<file path="src/rtl/uart_cmd_decoder.sv">
// -----------------------------------------------------------------------------
// uart_cmd_decoder
//
// Receive-side command stage that sits between the UART receiver and the
// stopwatch/clock control FSM. Received bytes are buffered in a small FIFO,
// popped one at a time, and ASCII command characters are decoded into
// single-cycle pulses. These pulses have the same shape as the debounced
// button outputs, so the control FSM can OR the two paths together. Every
// pulse is followed by a guaranteed idle gap, which keeps back-to-back UART
// commands distinct.
//
// Ports:
//   i_clk           system clock
//   i_rst_n         asynchronous active-low reset; clears all state
//   i_rx_data       received byte, qualified by i_rx_done
//   i_rx_done       one-cycle strobe from the UART receiver
//   o_cmd_run_stop  one-cycle pulse for 'R' / 'r'
//   o_cmd_clear     one-cycle pulse for 'C' / 'c'
//   o_cmd_change    one-cycle pulse for 'M' / 'm'
//   o_fifo_count    FIFO occupancy, 0..DEPTH
//   o_fifo_empty    occupancy == 0
//   o_fifo_full     occupancy == DEPTH
//   o_drop_cnt      bytes dropped because the FIFO was full; saturates at 255
// -----------------------------------------------------------------------------
module uart_cmd_decoder #(
   parameter int unsigned DEPTH  = 8,  // power of two, >= 2
   parameter int unsigned ADDR_W = 3,  // log2(DEPTH)
   parameter int unsigned GAP    = 2   // cycles from a pulse until the next fetch, >= 1
) (
   input  logic              i_clk,
   input  logic              i_rst_n,
   input  logic [7:0]        i_rx_data,
   input  logic              i_rx_done,
   output logic              o_cmd_run_stop,
   output logic              o_cmd_clear,
   output logic              o_cmd_change,
   output logic [ADDR_W:0]   o_fifo_count,
   output logic              o_fifo_empty,
   output logic              o_fifo_full,
   output logic [7:0]        o_drop_cnt
);

   // GAP-1 always fits in clog2(GAP) bits; keep at least one bit for GAP == 1.
   localparam int unsigned GapW = (GAP > 1) ? $clog2(GAP) : 1;
   localparam logic [GapW-1:0] GapLoad = GapW'(GAP - 1);
   localparam logic [ADDR_W:0] FullCount = (ADDR_W + 1)'(DEPTH);

   typedef enum logic [1:0] {
      StIdle,
      StIssue,
      StGap
   } state_e;

   // ---------------------------------------------------------------------------
   // Storage and state
   // ---------------------------------------------------------------------------
   logic [7:0]        r_mem [DEPTH];
   logic [ADDR_W-1:0] r_wr_ptr;
   logic [ADDR_W-1:0] r_rd_ptr;
   logic [ADDR_W:0]   r_count;
   logic [7:0]        r_drop_cnt;
   logic [7:0]        r_cmd_byte;
   logic [GapW-1:0]   r_gap_cnt;
   state_e            r_state;
   logic              r_run_stop;
   logic              r_clear;
   logic              r_change;

   logic              w_empty;
   logic              w_full;
   logic              w_push;
   logic              w_drop;
   logic              w_pop;
   logic [ADDR_W:0]   w_count_nxt;
   state_e            w_state_nxt;
   logic [GapW-1:0]   w_gap_nxt;
   logic              w_run_stop_nxt;
   logic              w_clear_nxt;
   logic              w_change_nxt;
   logic              w_match;

   // ---------------------------------------------------------------------------
   // FIFO push side
   // ---------------------------------------------------------------------------
   assign w_empty = (r_count == '0);
   assign w_full  = (r_count == FullCount);

   // Full is judged on the pre-edge count, so a byte arriving while full is
   // dropped even if the pop engine frees a slot on the same edge.
   assign w_push = i_rx_done & ~w_full;
   assign w_drop = i_rx_done &  w_full;

   // Memory contents need no reset: the pointers and count define validity.
   always_ff @(posedge i_clk) begin
      if (w_push) begin
         r_mem[r_wr_ptr] <= i_rx_data;
      end
   end

   always_comb begin
      w_count_nxt = r_count;
      unique case ({w_push, w_pop})
         2'b10:   w_count_nxt = r_count + 1'b1;
         2'b01:   w_count_nxt = r_count - 1'b1;
         default: w_count_nxt = r_count;
      endcase
   end

   always_ff @(posedge i_clk or negedge i_rst_n) begin
      if (!i_rst_n) begin
         r_wr_ptr   <= '0;
         r_rd_ptr   <= '0;
         r_count    <= '0;
         r_drop_cnt <= '0;
      end else begin
         r_count <= w_count_nxt;
         if (w_push) begin
            r_wr_ptr <= r_wr_ptr + 1'b1;
         end
         if (w_pop) begin
            r_rd_ptr <= r_rd_ptr + 1'b1;
         end
         if (w_drop && (r_drop_cnt != 8'hFF)) begin
            r_drop_cnt <= r_drop_cnt + 8'd1;
         end
      end
   end

   // ---------------------------------------------------------------------------
   // Pop engine: IDLE fetches, ISSUE decodes, GAP enforces spacing
   // ---------------------------------------------------------------------------
   always_comb begin
      w_state_nxt    = r_state;
      w_gap_nxt      = r_gap_cnt;
      w_pop          = 1'b0;
      w_run_stop_nxt = 1'b0;
      w_clear_nxt    = 1'b0;
      w_change_nxt   = 1'b0;
      w_match        = 1'b0;

      case (r_state)
         StIdle: begin
            if (!w_empty) begin
               w_pop       = 1'b1;
               w_state_nxt = StIssue;
            end
         end

         StIssue: begin
            case (r_cmd_byte)
               8'h52, 8'h72: w_run_stop_nxt = 1'b1;  // 'R' / 'r'
               8'h43, 8'h63: w_clear_nxt    = 1'b1;  // 'C' / 'c'
               8'h4D, 8'h6D: w_change_nxt   = 1'b1;  // 'M' / 'm'
               default:      ;
            endcase
            w_match = w_run_stop_nxt | w_clear_nxt | w_change_nxt;
            if (w_match) begin
               w_gap_nxt   = GapLoad;
               w_state_nxt = StGap;
            end else begin
               // Unknown bytes (CR, LF, noise) are discarded without a pulse.
               w_state_nxt = StIdle;
            end
         end

         StGap: begin
            if (r_gap_cnt != '0) begin
               w_gap_nxt = r_gap_cnt - 1'b1;
            end else begin
               w_state_nxt = StIdle;
            end
         end

         default: begin
            w_state_nxt = StIdle;
         end
      endcase
   end

   always_ff @(posedge i_clk or negedge i_rst_n) begin
      if (!i_rst_n) begin
         r_state    <= StIdle;
         r_gap_cnt  <= '0;
         r_cmd_byte <= '0;
         r_run_stop <= 1'b0;
         r_clear    <= 1'b0;
         r_change   <= 1'b0;
      end else begin
         r_state    <= w_state_nxt;
         r_gap_cnt  <= w_gap_nxt;
         r_run_stop <= w_run_stop_nxt;
         r_clear    <= w_clear_nxt;
         r_change   <= w_change_nxt;
         // Read path is combinational from the head entry into cmd_byte.
         if (w_pop) begin
            r_cmd_byte <= r_mem[r_rd_ptr];
         end
      end
   end

   // ---------------------------------------------------------------------------
   // Outputs
   // ---------------------------------------------------------------------------
   assign o_cmd_run_stop = r_run_stop;
   assign o_cmd_clear    = r_clear;
   assign o_cmd_change   = r_change;
   assign o_fifo_count   = r_count;
   assign o_fifo_empty   = w_empty;
   assign o_fifo_full    = w_full;
   assign o_drop_cnt     = r_drop_cnt;

endmodule

</file>
<file path="config.mk">
export PLATFORM = sky130hd
export DESIGN_NAME = uart_cmd_decoder
export DESIGN_NICKNAME = d
export VERILOG_FILES = /design/src/rtl/uart_cmd_decoder.sv
export SDC_FILE = /design/constraint.sdc
export NUM_CORES = 1
export LEC_CHECK = 0
export ABC_AREA = 1
export BUFFER_PORTS_ARGS = -buffer_cell sky130_fd_sc_hd__buf_2
export CORE_AREA = 2 2 86 88
export CTS_BUF_LIST = sky130_fd_sc_hd__clkbuf_16
export CTS_CLUSTER_SIZE = 16
export DETAILED_ROUTE_END_ITERATION = 16
export DIE_AREA = 0 0 88 90
export PLACE_DENSITY_LB_ADDON = 0.25
export SLEW_MARGIN = 10
export SYNTH_ARGS = -nofsm -noshare
export SYNTH_HDL_FRONTEND = slang
export SYNTH_SLANG_ARGS = --single-unit
export TNS_END_PERCENT = 20
</file>
<file path="constraint.sdc">
create_clock -name i_clk -period 2.5 [get_ports i_clk]
set_input_delay 0.375 -clock i_clk [delete_from_list [all_inputs] [get_ports i_clk]]
set_output_delay 0.375 -clock i_clk [all_outputs]
set_load 0.01 [all_outputs]
</file>
# --- After elaboration in Yosys (flattened, before gate mapping) ---
# Memories as Yosys holds them, arrays and structs flattened. A register that Yosys moved wholly into a read port is not among the register bits.
# Index checks and enable logic that the tools add are counted.
totals:
  in_bits: 11
  wordCells: 68
  ram_bits: 64
  output_inout_bits: 17
  ff_bits: 24
  n_memories: 1
op_classes:
  bitwise: 5
  n_eq_ne: 15
  n_mux: 21
  n_addsub: 6
  n_reduce_logical: 11
memory_table:
  columns: ["memory", "depth", "width", "read_ports", "rd_clocked_by_memory_dff", "write_ports", "line", "text"]
  rows:
  - ["r_mem", 8, 8, 1, 1, 1, "57", "logic [7:0] r_mem [DEPTH];"]
op_table:
  columns: ["op", "count"]
  rows:
  - ["$eq 8x7->1 const B", 6]
  - ["$mux 1", 15]
  - ["$add 8x1->8 const B", 1]
  - ["$ne 8x8->1 const B", 1]
  - ["$pmux 4 s2", 1]
  - ["$add 3x1->3 const B", 2]
  - ["$mux 2", 3]
  - ["$ne 2x2->1 const B", 3]
  - ["$pmux 2 s3", 1]
  - ["$reduce_or 2->1", 3]
  - ["$add 4x1->4 const B", 1]
  - ["$eq 2x1->1 const B", 2]
  - ["$eq 2x2->1 const B", 2]
  - ["$eq 4x4->1 const B", 1]
  - ["$logic_not 4->1", 1]
  - ["$reduce_and 2->1", 2]
  - ["$reduce_bool 2->1", 2]
  - ["$sub 4x1->4 const B", 1]
  - ["$and 1x1->1", 2]
  - ["$logic_not 2->1", 1]
  - ["$or 1x1->1", 2]
  - ["$pmux 1 s2", 1]
  - ["$logic_and 1x1->1", 1]
  - ["$logic_not 1->1", 1]
  - ["other kinds (2)", 2]

# --- Depth between registers and ports, before layout ---
# Gate-level depths: netlist of the first run.
logic_depth:
  depth_word: 8
  depth_mapped: 13
  depth_no_buf: 12

# --- Worst setup path before layout of the first run ---
# No wires, ideal clock.
synth_timing:
  path_kind: "reg-to-reg"
  from: "reg r_count[1] (netlist: o_fifo_count[1])"
  to: "reg r_count[2] (netlist: o_fifo_count[2])"
  setup_time_ps: 77
  slack_ps: 365
  n_path_buf: 1
  arrival_ps: 2058
  period_less_slack_ps: 2135
  required_time_ps: 2423
  path_stages_with_launch: 12
  path_cell_list: "dfrtp_1 nor2_2 nand2_2 nor2_4 nor2_4 buf_6 ha_1 xor2_1 ha_1 a21oi_1 or2_2 a21oi_1"
synth_between:
  elab_chain_cells: 5
  elab_cells_between_ends: 12
  classes_between: "add/sub: 2; eq/ne: 3; mux: 3; bitwise: 2; reduce/logical: 2"
synth_rtl:
  columns: ["element", "line", "text"]
  rows:
  - ["start, declared", "60", "logic [ADDR_W:0] r_count;"]
  - ["start signal, assigned", "116", "r_count <= w_count_nxt;"]
  - ["$logic_not 4->1 *", "85", "assign w_empty = (r_count == '0);"]
  - ["named net o_fifo_empty", "38", "output logic o_fifo_empty,"]
  - ["$mux 1 *", "143", "if (!w_empty) begin"]
  - ["$mux 1 *", "141", "case (r_state)"]
  - ["named net w_pop", "73", "logic w_pop;"]
  - ["$eq 2x1->1 / $eq 2x2->1 (equally long branches)", "102", "unique case ({w_push, w_pop})"]
  - ["$pmux 4 s2 / $reduce_bool 2->1 (equally long branches)", null, null]
# The timed path passes the listed nets; every way through them passes the cells marked *.
# A chain may end at the register's enable or synchronous reset.

# --- Final worst setup path of the first run ---
layout_timing:
  from: "reg r_count[1] (netlist: o_fifo_count[1])"
  to: "reg r_count[2] (netlist: o_fifo_count[2])"
layout_between:
  elab_chain_cells: 5
  elab_cells_between_ends: 12
  classes_between: "add/sub: 2; eq/ne: 3; mux: 3; bitwise: 2; reduce/logical: 2"
layout_rtl:
  columns: ["element", "line"]
  rows:
  - ["$logic_not 4->1 / $eq 4x4->1 (equally long branches)", "85, 86"]
  - ["$mux 1 / $not 1->1 (equally long branches)", "143, 90"]
  - ["$mux 1 / $and 1x1->1 (equally long branches)", "141, 90"]
  - ["$eq 2x1->1 / $eq 2x2->1 (equally long branches)", "102"]
  - ["$pmux 4 s2 / $reduce_bool 2->1 (equally long branches)", null]
# Several ways; a longest one is shown, not always the timed one.

==> metrics.md, run 1 <==
| Metric | Value |
|---|---|
| CP endpoint kind | flip-flop |
| Async S/R FF share, synth | 35.6% |
| Run status | finished, final reports clean |
| Fin. Hold Viols | 0 |
| Initial Util | 57.2% |
| Max-slew violations | 0 |
| CTS buffer count | 9 |
| R2R Setup Slk | 0.33 ns |
| Post-synthesis xor/xnor area fraction | 1.74% |
| Mux cell area share after synthesis | 0% |
| Post-route ant nets | 0 |
| Die area | 7920 um^2 |
| CP required | 2.76 ns |
| Startpoint types | flip-flop |
| Row count | 31 |
| Simple-gate portion of the synthesized area | 25.3% |
| Gpl congestion | 0.807 |
| CP max stage delay | 0.44 ns |
| Synthesis-to-finish area growth | 12.4% |
| Post-synth top area share | 41.9% |
| RSZ-0062 raised after global routing | no |
| Core area | 7020 um^2 |
| Max cap viols | 0 |
| Root buffer cell | clkbuf_16 |
| Post-Synthesis Cell Area | 4020 um^2 |
| R2R Path End | o_fifo_count[2]$_DFFE_PN0P_ |
| Setup slack after placement | 0.332 ns |
| Vias in the first global route | 2729 |
| Distinct cell type count of the synthesized netlist | 29 |
| First-pass GRT wire length | 12400 um |
| Reg clk slew, reported paths | 0.06 ns |
| Tmin final | 2.17 ns |
| Register bit count reported by yosys | 87 |
| CTS Sinks | 87 |
| Peak supply drop | 0.000629 V |
| TNS Setup | 0 ns |
| EDFF count, synth | 56 |
| FF-to-FF Start | o_fifo_count[1]$_DFFE_PN0P_ |
| DPL Wire Length | 4820 um |
| Layout Utilization | 64.3% |
| # port buffers | 26 |
| Largest net degree at the start of global routing | 32 |
| Share of cells above drive strength 1 | 14.7% |
| DR pass1 iterations | 4 |
| Top cells by area, synth | edfxtp_1, dfrtp_1, nand2_1 |
| Most frequent cells in the layout | nand2_1, inv_1, edfxtp_1, nand3_1, dfrtp_1 |
| CP Max Fanout | 5 |
| Worst Setup Slack, final | 0.326 ns |
| Syn Nets | 438 |
| Nets | 469 |
| Post-CTS Hold Fix Bufs | 0 |
| WP data arrival | 2.43 ns |
| Die width | 88 um |
| Pwr Density | 1110 nW/um^2 |
| Slowest cell on crit path | dfrtp_1 |
| Setup CP Type | reg2reg |
| Warnings, synthesis | 0 |
| DRT Wirelength | 7260 um |
| Period utilization | 87.0% |
| Ant diodes | 0 |
| CP cell instances | nor2_2 > nand3_2 > nand2_1 > ha_1 > xor2_1 > ha_1 > a21oi_1 > or2_2 > a21oi_1 |
| Cell count after placement | 540 |
| Maximum clock frequency | 0.460 GHz |
| Clk_skew | 0.00364 ns |
| Area fraction in compound gates after synthesis | 1.68% |
| Least-Margin Pin Slew | 0.690 ns |
| Die Ht | 90 um |
| Largest family of logic cells by synthesized area | simple AND/OR/NAND/NOR gates |
| GRT overflow | 0 |
| HP Class | in2async |
| Total number of vias | 2756 |
| Non-filler cells, final | 556 |
| Vias per cell | 4.96 |
| Syn_area_per_cell | 9.54 um^2 |
| Per-cell routed wire length | 13.1 um |
| Post-synth top area cell | edfxtp_1 |
| Setup-failing EPs final | 0 |
| Initial antenna violation count | 0 |
| Most common cell after layout, fill and taps aside | nand2_1 |
| Clock latency on the worst-skew pair | 0.33 ns |
| Slew HR | 53.9% |
| # H-tree levels | 3 |
| Adder-Cell Fraction of Synth Area | 1.87% |
| DRC violation count after routing | 0 |
| PostCTS Resize Cnt | 0 |
| Post-synthesis cell count | 421 |
| CTS Buffer Depth | 2 |
| Top FF cell, synth | edfxtp_1 |
| 1st-iter DRT viols | 215 |
| Post-CTS Setup Bufs | 0 |
| Total Routing Usage GR | 20.4% |
| Ports | 28 |
| TritonCTS clock tree | done |
| Worst-case reg-to-reg path depth | 9 |
| Sequential share of the synthesized area | 61.2% |
| Leakage power | 2.19 nW |
## cell families after synthesis
logic type | count (synthesis)
buf+inv | 80
fa+ha+maj | 6
simple gates | 230
flops | 87
compound gates | 10
xor+xnor | 8
## synthesized netlist by cell type (2+ instances only)
cell type,number
nor2_4,3
nand2_1,143
a21oi_1,3
o21ai_0,4
buf_6,2
nand3_1,46
clkinv_1,2
xor2_1,6
nor2_1,20
nand2_2,2
nand4_1,5
nand3_2,6
buf_2,9
dfrtp_1,31
edfxtp_1,56
ha_1,6
xnor2_1,2
inv_1,62
inv_2,3
## worst max-delay path by stage
stage	start	end	slack, ns	depth (start not counted)
4_1_cts	o_fifo_count[1]$_DFFE_PN0P_	o_fifo_count[2]$_DFFE_PN0P_	0.32	9
6_report	o_fifo_count[1]$_DFFE_PN0P_	o_fifo_count[2]$_DFFE_PN0P_	0.33	9
5_1_grt	o_fifo_count[1]$_DFFE_PN0P_	o_fifo_count[2]$_DFFE_PN0P_	0.18	9
3_3_place_gp	o_fifo_count[1]$_DFFE_PN0P_	o_fifo_count[2]$_DFFE_PN0P_	0.45	9
3_5_place_dp	o_fifo_count[1]$_DFFE_PN0P_	o_fifo_count[2]$_DFFE_PN0P_	0.33	9
2_1_floorplan	o_fifo_count[1]$_DFFE_PN0P_	o_fifo_count[2]$_DFFE_PN0P_	0.36	11
## layout make-up
class	instances	area, um^2
sequential	87	2460
clock buffer	9	225
multi-input combinational	254	1230
timing repair buffer	32	175
inverter	68	256
fill	569	2510
clock inverter	7	47.5
tap	99	124
## sequential cells by signal (all words and copies together) (netlist names)
signal	flops
o_cmd_change	1
o_cmd_clear	1
o_cmd_run_stop	1
o_drop_cnt	8
o_fifo_count	4
r_cmd_byte	7
r_gap_cnt	1
r_mem	56
r_rd_ptr	3
r_state	2
r_wr_ptr	3
## metrics by stage
stage / hold WS [ns] / instance area [um^2] / power [mW]
finish: 0.0778 / 4510 / 5.03
detailed placement: 0.461 / 4240 / 3.83
global route: 0.145 / 4510 / 5.39
global placement: 0.453 / 4240 / 3.76
CTS: 0.102 / 4510 / 5.05
floorplan: 0.0794 / 4020 / 3.43
## power breakdown
part | internal, mW | leakage, nW | switching, mW
clock | 0.674 | 0.130 | 0.550
combinational | 0.613 | 1.16 | 1.12
sequential | 1.85 | 0.903 | 0.212
## per-layer routing
layer  share of wire [%]  track usage, %
met1                  43            27.0
met5                   0               0
met3                 5.2            3.95
met4                 1.5            7.31
met2                  50            33.3
## critical path: cells and delay by family (launching register included)
| family | cells | cell delay (ns) |
|---|---|---|
| compound gates | 2 | 0.19 |
| xor+xnor | 1 | 0.22 |
| fa+ha+maj | 2 | 0.44 |
| flops | 1 | 0.44 |
| simple gates | 4 | 0.81 |
(Power assumes the default switching activity.)
==> run 2: changes to the inputs <==
--- a/config.mk
+++ b/config.mk
@@ -7,11 +7,13 @@
 export LEC_CHECK = 0
 export ABC_AREA = 1
 export BUFFER_PORTS_ARGS = -buffer_cell sky130_fd_sc_hd__buf_2
-export CORE_AREA = 2 2 86 88
+export CELL_PAD_IN_SITES_DETAIL_PLACEMENT = 1
+export CELL_PAD_IN_SITES_GLOBAL_PLACEMENT = 2
+export CORE_AREA = 2 2 102 104
 export CTS_BUF_LIST = sky130_fd_sc_hd__clkbuf_16
 export CTS_CLUSTER_SIZE = 16
 export DETAILED_ROUTE_END_ITERATION = 16
-export DIE_AREA = 0 0 88 90
+export DIE_AREA = 0 0 104 106
 export PLACE_DENSITY_LB_ADDON = 0.25
 export SLEW_MARGIN = 10
 export SYNTH_ARGS = -nofsm -noshare
==> constraint.sdc (replaced) <==
create_clock -name i_clk -period 2.6 [get_ports i_clk]
set_input_delay 0.39 -clock i_clk [delete_from_list [all_inputs] [get_ports i_clk]]
set_output_delay 0.39 -clock i_clk [all_outputs]
set_load 0.01 [all_outputs]
==> metrics.md, run 2 (synthesis results as in run 1) <==
| Metric | Value |
|---|---|
| Run status | finished, final reports clean |
| TNS Setup | 0 ns |
| Final Cell Area | 4610 um^2 |
| Leakage power | 2.24 nW |
| Total number of vias | 2910 |
| Post-route ant nets | 0 |
| WP data arrival | 2.48 ns |
| CP endpoint kind | flip-flop |
| Die area | 11000 um^2 |
| CP required | 2.86 ns |
| Largest net degree at the start of global routing | 32 |
| CTS Sinks | 87 |
| Pwr Density | 1090 nW/um^2 |
| Ant diodes | 0 |
| # port buffers | 26 |
| Sw frac | 37.7% |
| # H-tree levels | 3 |
| Post-CTS Hold Fix Bufs | 0 |
| Setup-failing EPs final | 0 |
| CP Max Fanout | 5 |
| Per-cell routed wire length | 15.5 um |
| Tmin final | 2.21 ns |
| DRC violation count after routing | 0 |
| CTS buffer count | 9 |
| RSZ-0062 raised after global routing | no |
| Most common cell after layout, fill and taps aside | nand2_1 |
| Max FFs per register | 56 |
| Die Ht | 106 um |
| Synthesis-to-finish area growth | 14.9% |
| Die width | 104 um |
| Initial antenna violation count | 0 |
| Core area | 10000 um^2 |
| Ports | 28 |
| Vias in the first global route | 3115 |
| Clk_skew | 0.00776 ns |
| Most frequent cells in the layout | nand2_1, inv_1, edfxtp_1, nand3_1, dfrtp_1 |
| CTS Buffer Depth | 2 |
| Max-slew violations | 0 |
| First-pass GRT wire length | 15300 um |
| Root buffer cell | clkbuf_16 |
| Setup CP Type | reg2reg |
| HP Class | in2async |
| Psw | 1.90 mW |
| Final hold slack | 0.130 ns |
| Reg clk slew, reported paths | 0.07 ns |
| Power share of the clock group | 24.6% |
| Placed cell area | 4330 um^2 |
| PostCTS Resize Cnt | 0 |
| Fin. Hold Viols | 0 |
| DR pass1 iterations | 4 |
| Slew HR | 47.3% |
| Least-Margin Pin Slew | 0.790 ns |
| Total Routing Usage GR | 18.4% |
| Maximum clock frequency | 0.452 GHz |
| Layout Utilization | 46.1% |
| Period utilization | 85.2% |
| 1st-iter DRT viols | 93 |
| Share of cells above drive strength 1 | 15.3% |
| Max cap viols | 0 |
| Clock latency on the worst-skew pair | 0.34 ns |
| Row count | 37 |
| GRT overflow | 0 |
| Cell count after placement | 583 |
| Initial Util | 40.2% |
| Vias per cell | 4.86 |
| DRT Wirelength | 9310 um |
| DPL Wire Length | 6090 um |
| Internal Pwr Total | 3.13 mW |
| Nets | 475 |
| Worst-case reg-to-reg path depth | 9 |
| Non-filler cells, final | 599 |
| Seq pwr share | 39.7% |
| Biggest register | r_mem |
| TritonCTS clock tree | done |
| Gpl congestion | 0.727 |
| Peak supply drop | 0.000393 V |
| Startpoint types | flip-flop |
| Post-CTS Setup Bufs | 0 |
| Logic pwr share | 35.7% |
[run 2: final timing paths]
check | from | to | slack, ns
worst max-delay path | o_fifo_count[1]$_DFFE_PN0P_ | o_fifo_count[2]$_DFFE_PN0P_ | 0.39
worst min-delay path | i_rst_n | r_rd_ptr[1]$_DFFE_PN0P_ | 0.13
worst max register to register | o_fifo_count[1]$_DFFE_PN0P_ | o_fifo_count[2]$_DFFE_PN0P_ | 0.39
worst min register to register | r_cmd_byte[7]$_DFFE_PN0P_ | r_cmd_byte[7]$_DFFE_PN0P_ | 0.49
max in group asynchronous | i_rst_n | o_drop_cnt[2]$_DFFE_PN0P_ | 1.97
min in group i_clk | i_rx_data[6] | r_mem[6][6]$_DFFE_PP_ | 0.32
[run 2: per-stage QoR]
stage          worst slack, ns  total power [mW]
6_report                 0.386              5.03
5_1_grt                  0.238              5.40
4_1_cts                  0.343              5.11
3_5_place_dp             0.370              3.85
3_3_place_gp             0.463              3.77
2_1_floorplan            0.465              3.29
[run 2: area by class of cell]
class                   count  area, um^2
well taps                 136         170
multi-input cells         254        1230
clock buffers               9         225
fillers                  1183        5390
clock inverters             7        56.3
repair buffers             38         220
flip-flops and latches     87        2460
inverters                  68         256
[run 2: power by group through the flow]
| stage | sequential, mW | clock, mW | combinational [mW] |
|---|---|---|---|
| 3_5_place_dp | 2.02 | 0 | 1.83 |
| 6_report | 1.99 | 1.24 | 1.80 |
| 5_1_grt | 2.03 | 1.31 | 2.06 |
| 4_1_cts | 2.00 | 1.26 | 1.85 |
| 3_3_place_gp | 2.01 | 0 | 1.77 |
| 2_1_floorplan | 1.98 | 0 | 1.32 |
[run 2: worst max-delay path, cell delays in order (launching register included)]
cell,delay [ns]
dfrtp_1,0.43
nor2_2,0.18
nand3_2,0.13
nand2_1,0.24
ha_1,0.26
xor2_1,0.22
ha_1,0.18
a21oi_1,0.05
or2_2,0.30
a21oi_1,0.15
[run 2: metal layers]
metal	global-route usage [%]	routed length (um)
met5	0	0
met4	7.43	190
met3	3.56	236
met2	32.8	4760
met1	21.9	4120
==> run 3: changes to the inputs <==
--- a/config.mk
+++ b/config.mk
@@ -7,13 +7,13 @@
 export LEC_CHECK = 0
 export ABC_AREA = 1
 export BUFFER_PORTS_ARGS = -buffer_cell sky130_fd_sc_hd__buf_2
-export CELL_PAD_IN_SITES_DETAIL_PLACEMENT = 1
-export CELL_PAD_IN_SITES_GLOBAL_PLACEMENT = 2
-export CORE_AREA = 2 2 102 104
+export CELL_PAD_IN_SITES_DETAIL_PLACEMENT = 0
+export CELL_PAD_IN_SITES_GLOBAL_PLACEMENT = 1
+export CORE_AREA = 2 2 93 95
 export CTS_BUF_LIST = sky130_fd_sc_hd__clkbuf_16
 export CTS_CLUSTER_SIZE = 16
 export DETAILED_ROUTE_END_ITERATION = 16
-export DIE_AREA = 0 0 104 106
+export DIE_AREA = 0 0 95 97
 export PLACE_DENSITY_LB_ADDON = 0.25
 export SLEW_MARGIN = 10
 export SYNTH_ARGS = -nofsm -noshare
==> metrics.md, run 3 (synthesis results as in run 1) <==
| Metric | Value |
|---|---|
| Run status | finished, final reports clean |
| Clk_skew | 0.00865 ns |
| Pwr Total | 4.95 mW |
| Worst Setup Slack, final | 0.443 ns |
| Max FFs per register | 56 |
| GRT overflow | 0 |
| Leakage power | 2.24 nW |
| Pwr Density | 1080 nW/um^2 |
| Row count | 33 |
| Slew HR | 52.5% |
| Sw frac | 37.3% |
| Least-Margin Pin Slew | 0.713 ns |
| Internal Pwr Total | 3.10 mW |
| CP max stage delay | 0.44 ns |
| Setup slack after placement | 0.410 ns |
| Root buffer cell | clkbuf_16 |
| Per-cell routed wire length | 13.6 um |
| Total number of vias | 2741 |
| Initial antenna violation count | 0 |
| DR pass1 iterations | 4 |
| Post-CTS Setup Bufs | 0 |
| Logic pwr share | 34.9% |
| Initial Util | 49.4% |
| WP data arrival | 2.43 ns |
| Gpl congestion | 0.722 |
| Core area | 8130 um^2 |
| Tmin final | 2.16 ns |
| Ports | 28 |
| Fin. Hold Viols | 0 |
| Non-filler cells, final | 568 |
| Nets | 475 |
| First-pass GRT wire length | 12600 um |
| Die width | 95 um |
| Ant diodes | 0 |
| Psw | 1.85 mW |
| Share of cells above drive strength 1 | 16.0% |
| Max cap viols | 0 |
| Vias in the first global route | 2560 |
| Setup CP Type | reg2reg |
| Layout Utilization | 56.3% |
| CP endpoint kind | flip-flop |
| TritonCTS clock tree | done |
| Vias per cell | 4.83 |
| # port buffers | 26 |
| CP Max Fanout | 5 |
| PostCTS Resize Cnt | 0 |
| Synthesis-to-finish area growth | 14.1% |
| CP cell instances | nor2_2 > nand3_2 > nand2_1 > ha_1 > xor2_1 > ha_1 > a21oi_1 > or2_2 > a21oi_1 |
| TNS Setup | 0 ns |
| Delay-heaviest family, CP | simple AND/OR/NAND/NOR gates |
| Die Ht | 97 um |
| Reg clk slew, reported paths | 0.06 ns |
| Post-route ant nets | 0 |
| Largest net degree at the start of global routing | 32 |
| CTS buffer count | 9 |
| Slowest cell on crit path | dfrtp_1 |
| Biggest register | r_mem |
| 1st-iter DRT viols | 159 |
| Seq pwr share | 40.2% |
| Clock latency on the worst-skew pair | 0.34 ns |
| CP bufs+invs | 0 |
| Die area | 9220 um^2 |
| # H-tree levels | 3 |
| Most frequent cells in the layout | nand2_1, inv_1, edfxtp_1, nand3_1, dfrtp_1 |
| Total Routing Usage GR | 18.4% |
| Startpoint types | flip-flop |
| RSZ-0062 raised after global routing | no |
| CP required | 2.87 ns |
| Setup-failing EPs final | 0 |
| Most common cell after layout, fill and taps aside | nand2_1 |
| Power share of the clock group | 24.9% |
| Maximum clock frequency | 0.464 GHz |
| CTS Sinks | 87 |
| Cell count after placement | 552 |
| Peak supply drop | 0.000601 V |
| HP Class | in2async |
| DPL Wire Length | 4920 um |
| CTS Buffer Depth | 2 |
| DRT Wirelength | 7730 um |
| Post-CTS Hold Fix Bufs | 0 |
| Max-slew violations | 0 |
| Period utilization | 83.0% |
| DRC violation count after routing | 0 |
run 3: cell types whose count changed in the layout (fill, tap and decap cells not counted), sizes merged:
| cell | delta |
|---|---|
| clkbuf | +1 |
| clkinvlp | +1 |
| bufinv | -1 |
| inv | +1 |
| clkinv | -2 |
run 3: layout make-up:
cell class              count  area (um^2)
multi-input cells         254         1230
well taps                 105          131
clock inverters             6         40.0
clock buffers              10          250
repair buffers             38          220
inverters                  68          256
flip-flops and latches     87         2460
fillers                   700         3550
run 3: metrics by stage:
stage / cell area (um^2) / hold slack, ns
2_1_floorplan: 4020 / 0.0944
3_3_place_gp: 4290 / 0.470
3_5_place_dp: 4290 / 0.468
4_1_cts: 4580 / 0.123
5_1_grt: 4580 / 0.146
6_report: 4580 / 0.0976
run 3: power by group through the flow:
stage	logic, mW	registers, mW	clock network (mW)
floorplan	1.32	1.98	0
global placement	1.72	2.00	0
detailed placement	1.75	2.02	0
CTS	1.76	1.99	1.25
global route	1.98	2.02	1.32
finish	1.73	1.99	1.24
run 3: worst paths after layout:
check,cells past startpoint,slack [ns],endpoint,startpoint
worst max-delay path,9,0.44,o_fifo_count[2]$_DFFE_PN0P_,o_fifo_count[1]$_DFFE_PN0P_
worst min-delay path,1,0.1,r_rd_ptr[0]$_DFFE_PN0P_,i_rst_n
worst max register to register,9,0.44,o_fifo_count[2]$_DFFE_PN0P_,o_fifo_count[1]$_DFFE_PN0P_
worst min register to register,2,0.48,r_cmd_byte[0]$_DFFE_PN0P_,r_cmd_byte[0]$_DFFE_PN0P_
max in group asynchronous,1,2.03,r_wr_ptr[1]$_DFFE_PN0P_,i_rst_n
min in group i_clk,1,0.31,r_mem[3][2]$_DFFE_PP_,i_rx_data[2]
run 3: layer usage:
| layer | up-vias | wire length, um | GRT usage, % |
|---|---|---|---|
| met1 | 1282 | 3500 | 24.8 |
| met3 | 12 | 308 | 5.06 |
| met2 | 41 | 3780 | 28.4 |
| li1 | 1406 | - | - |
| met5 | - | 0 | 0 |
| met4 | 0 | 149 | 7.13 |
